==> config.mk <==
export PLATFORM = sky130hd
export DESIGN_NAME = set_bit_iter
export DESIGN_NICKNAME = d
export VERILOG_FILES = /design/src/rtl/set_bit_iter_pkg.sv /design/src/rtl/set_bit_iter_s.sv /design/src/rtl/set_bit_iter.sv
export SDC_FILE = /design/constraint.sdc
export NUM_CORES = 1
export LEC_CHECK = 0
export ABC_AREA = 1
export ABC_CLOCK_PERIOD_IN_PS = 19300
export CAP_MARGIN = 30
export CORE_MARGIN = 4
export CORE_UTILIZATION = 55
export DETAILED_ROUTE_END_ITERATION = 16
export PLACE_DENSITY = 0.82
export RECOVER_POWER = 25
export SYNTH_ARGS = -nofsm -noshare
export SYNTH_HDL_FRONTEND = slang
export SYNTH_SLANG_ARGS = --single-unit
==> constraint.sdc <==
create_clock -name clk -period 19.3 [get_ports clk]
set_input_delay 1.93 -clock clk [delete_from_list [all_inputs] [get_ports clk]]
set_output_delay 1.93 -clock clk [all_outputs]
set_load 0.02 [all_outputs]
==> src/rtl/set_bit_iter_pkg.sv <==
// Shared types and constants for the set-bit iterator and its circular search unit.
package set_bit_iter_pkg;

    localparam int unsigned W_DEF = 32;
    localparam int unsigned LW    = $clog2(W_DEF);

    typedef enum logic {
        IDLE = 1'b0,
        ITER = 1'b1
    } state_t;

endpackage

==> src/rtl/set_bit_iter_s.sv <==
// Combinational circular search: first set bit of x_i at or above pos_i, wrapping
// to the lowest set bit below pos_i. Result is given one-hot and encoded.
module set_bit_iter_s
    import set_bit_iter_pkg::*;
#(
    parameter int W = 32
) (
    input  logic [W-1:0]         x_i,
    input  logic [$clog2(W)-1:0] pos_i,
    output logic [W-1:0]         y_o,
    output logic [$clog2(W)-1:0] y_enc_o
);

    localparam int IW = $clog2(W);

    logic          found;
    logic [IW-1:0] idx;

    // Walk the vector starting at pos_i; the IW-bit add wraps the index naturally.
    always_comb begin
        found   = 1'b0;
        idx     = '0;
        y_enc_o = '0;
        for (int i = 0; i < W; i++) begin
            idx = pos_i + IW'(i);
            if (!found && x_i[idx]) begin
                found   = 1'b1;
                y_enc_o = idx;
            end
        end
        y_o = found ? (W'(1) << y_enc_o) : '0;
    end

endmodule

==> src/rtl/set_bit_iter.sv <==
// Sequential iterator over the set bits of a vector: one index per output
// handshake, in circular order from a given start position.
module set_bit_iter
    import set_bit_iter_pkg::*;
#(
    parameter int W = 32
) (
    input  logic                 clk,
    input  logic                 arst_n,
    input  logic                 in_vld_i,
    output logic                 in_rdy_o,
    input  logic [W-1:0]         in_x_i,
    input  logic [$clog2(W)-1:0] in_pos_i,
    input  logic                 abort_i,
    output logic                 out_vld_o,
    input  logic                 out_rdy_i,
    output logic [$clog2(W)-1:0] out_idx_o,
    output logic                 out_last_o,
    output logic                 done_o
);

    localparam int IW = $clog2(W);

    state_t        state_q, state_d;
    logic [W-1:0]  mask_r, mask_d;
    logic [IW-1:0] cur_r, cur_d;
    logic          done_r, done_d;

    logic [W-1:0]  y;
    logic [IW-1:0] y_enc;
    logic          last;

    set_bit_iter_s #(.W(W)) u_search (
        .x_i     (mask_r),
        .pos_i   (cur_r),
        .y_o     (y),
        .y_enc_o (y_enc)
    );

    // Final beat when removing the current bit leaves the mask empty.
    assign last       = ((mask_r & ~y) == '0);
    assign in_rdy_o   = (state_q == IDLE);
    assign out_vld_o  = (state_q == ITER);
    assign out_idx_o  = y_enc;
    assign out_last_o = last;
    assign done_o     = done_r;

    always_comb begin
        state_d = state_q;
        mask_d  = mask_r;
        cur_d   = cur_r;
        done_d  = 1'b0;
        if (abort_i) begin
            state_d = IDLE;
            mask_d  = '0;
        end else begin
            case (state_q)
                IDLE: begin
                    if (in_vld_i) begin
                        mask_d = in_x_i;
                        cur_d  = in_pos_i;
                        if (in_x_i != '0) begin
                            state_d = ITER;
                        end else begin
                            done_d = 1'b1;
                        end
                    end
                end
                ITER: begin
                    if (out_rdy_i) begin
                        mask_d = mask_r & ~y;
                        cur_d  = y_enc + IW'(1);
                        if (last) begin
                            state_d = IDLE;
                            done_d  = 1'b1;
                        end
                    end
                end
                default: state_d = IDLE;
            endcase
        end
    end

    always_ff @(posedge clk) begin
        if (!arst_n) begin
            state_q <= IDLE;
            mask_r  <= '0;
            cur_r   <= '0;
            done_r  <= 1'b0;
        end else begin
            state_q <= state_d;
            mask_r  <= mask_d;
            cur_r   <= cur_d;
            done_r  <= done_d;
        end
    end

    a_vld_has_bits: assert property (@(posedge clk) disable iff (!arst_n)
        out_vld_o |-> (|mask_r));
    a_rdy_vld_excl: assert property (@(posedge clk) disable iff (!arst_n)
        !(in_rdy_o && out_vld_o));

endmodule

==> flow_summary.yaml <==
cells_and_area:
  drive_gt1_frac: 0.0471
  antenna-diode-count: 0
  regArea_um2: 781
  instances_no_fill: 1395
  multiInputGateArea_mm2: 0.00507
  fillers: 1215
  final_core_util: 0.623
  nets: 1310
  syn_to_final_growth_pct: 9.16
setup_path:
  cp_slowest_cell: "inv_1"
  slowest_delay_ns: 0.80
  crit_path_frequent_cell: "nor2_1"
  startpoint_type: "flip-flop"
  cp_data_required_time_ns: 17.37
  cp.arrival_ns: 10.45
  critPathKind: "flip-flop to output port"
  crit_path_end_kind: "output port"
  worstPathMaxFanout: 31
timing:
  fin_tns_setup_ns: 0
  final-hold-violation-count: 0
  worst_pin_slew_ns: 1.51
  rsz0062_at_grt: "false"
  skew_ns: 0.00215
  fin_crit_sh: 0.642
  relSlewSlack: -0.00747
  worst_slack_ns: 6.92
  fmax_ghz: 0.0808
  drv_slew: 42
  min_period_ns: 12.38
  setup_violations: 0
clocking:
  cts_setup_buffers: 0
  htreeDepth: 2
  clk_pin_slew_ns: 0.06
  clock_path_buffers: 2
  cts_tree: "built"
  post_cts_resized: 0
  cts_hold_buf: 0
  clockRootBuffer: "clkbuf_16"
  cts_sinks: 39
  clk_latency_ns: 0.29
  cts_made_buffers: 5
placement:
  dp_hpwl_mm: 21.5
  place_ws_ns: 9.27
  dpl.cell_count: 1387
  place.port_buffers: 50
  place.gp.congestion: 1.07
grt:
  grt_start_max_net_pins: 58
  overflow: 0
  grt_pass1_vias: 7563
  grt_usage: 0.378
  grt_first_pass_wirelength_mm: 41.9
  antenna_found_initial: 0
logic_synthesis:
  yosysSeqAreaShare: 0.118
  synth_cells: 1234
  synth_nets: 1293
  ys_top_cells_by_area: "nand2_1 (22%), nand3_1 (18%), dfxtp_1 (12%)"
  synth_seq_cells: 39
  synth.distinct_cells: 46
  async_reset_ff_frac: 0
  synth_edf_count: 0
  synth_top_area_share: 0.223
  synth.avg_cell_area_um2: 5.37
  yosysWarnings: 0
  synthFlopType: "dfxtp_1"
  synth_top_area_cell: "nand2_1"
  syn-cell-area_mm2: 0.00663
floorplan:
  ios: 51
  die_x_um: 118
  die_h_um: 118
  initial_utilization: 0.571
  fp.dieArea_mm2: 0.0139
  rows: 39
  core_area_mm2: 0.0116
outcome:
  violations: "max-capacitance violations, max-slew violations"
  status: "complete, but fails checks"
route:
  final_antenna_net_count: 0
  viasPerCell: 6.30
  drt_iter0_drc: 1703
  first_pass_iters: 7
  drc: 0
  wl_per_cell_um: 19.4
  totalWireLength_mm: 27.0
  dr_total_vias: 8787
power_and_ir_drop:
  p_leak_nw: 3.39
  p_total_w: 0.000620
  power_density_mw_per_mm2: 85.7
  peakVddDrop_mv: 0.0481
hold_path:
  hold_path.class: "flip-flop to flip-flop"
job:
  maxCapViolations: 1
[final cells by class]
class,instances,area share
Clock buffer,6,0.0192
Clock inverter,2,0.00190
Inverter,133,0.0690
Multi-Input combinational cell,1014,0.701
Sequential cell,39,0.108
Tap cell,143,0.0247
Timing Repair Buffer,58,0.0765
[path summary, 6_finish.rpt]
| path | start | endpoint | slack, ns | cells past startpoint |
|---|---|---|---|---|
| max | cur_r[1] | out_last_o | 6.92 | 37 |
| min reg2reg | mask_r[5] | mask_r[5] | 0.53 | 2 |
| min | mask_r[5] | mask_r[5] | 0.53 | 2 |
| max reg2reg | cur_r[1] | out_vld_o | 9.51 | 39 |
[cell usage in the layout (no fill, tap or decap), types with 3 or more instances in the layout]
cell type,count
a31oi_1,10
inv_1,122
xor2_1,13
nand3_1,243
o2111ai_1,6
o211ai_1,8
a21oi_1,44
nand4_2,3
clkdlybuf4s50_1,49
clkbuf_16,5
dfxtp_1,39
ha_1,17
nand4_1,31
buf_4,6
nor3_1,3
nand2_2,9
nor4_1,12
o21ai_0,88
nand2_1,393
clkinv_1,4
inv_2,7
nand4_4,5
o21ai_1,4
nor2_1,88
nor2_2,8
o21a_1,5
[report_power, final]
part           switching [W]  internal [W]
clock              0.0000376     0.0000518
sequential        0.00000822     0.0000847
combinational       0.000314      0.000124
total               0.000359      0.000261
[synth_stat cells, types with 5 or more instances]
cell type,number
o21ai_1,5
o211ai_1,8
nand2_2,9
nor4_1,12
nand4_1,31
nor2_1,83
nand2_1,393
clkbuf_1,20
inv_1,121
nand4_4,5
a31oi_1,10
a21oi_1,44
xor2_1,13
dfxtp_1,39
ha_1,17
buf_1,6
nand3_1,242
o2111ai_1,6
o21ai_0,87
nor2_2,8
inv_2,8
buf_2,14
nor2_4,6
o21a_1,5
[worst max-delay path: cells and delay by family (launching register included)]
| family | cells | cell delay (ns) |
|---|---|---|
| simple gates | 27 | 4.98 |
| buf+inv | 5 | 2.49 |
| fa+ha+maj | 3 | 1.18 |
| compound gates | 2 | 1.18 |
| flops | 1 | 0.31 |
[metal layers]
layer	GRT usage	wire length (µm)	up-vias
li1	-	-	4157
met1	0.583	11500	3931
met2	0.515	10700	623
met3	0.0879	4070	76
met4	0.102	741	0
met5	0	0	-
[stage by stage]
step           instance area (µm²)  hold WS (ns)
4_1_cts                       7300         0.524
3_5_place_dp                  7140         0.514
2_1_floorplan                 6630         0.472
3_3_place_gp                  7120         0.508
6_report                      7230         0.529
5_1_grt                       7230         0.562
[cell families (layout without fill, tap and decap cells)]
family | count (synthesis) | after routing | share of synthesized area
adder cells (fa/ha/maj) | 17 | 17 | 0.0321
flip-flops | 39 | 39 | 0.118
AND/OR/NAND/NOR | 806 | 806 | 0.562
buffers and inverters | 181 | 199 | 0.112
XOR/XNOR | 19 | 19 | 0.0313
AO/OA/AOI/OAI | 172 | 172 | 0.144
[sequential cells by signal (all words and copies together) (netlist names)]
| signal | count |
|---|---|
| mask_r | 32 |
| out_vld_o | 1 |
| cur_r | 5 |
| done_o | 1 |
(Power assumes the default switching activity.)
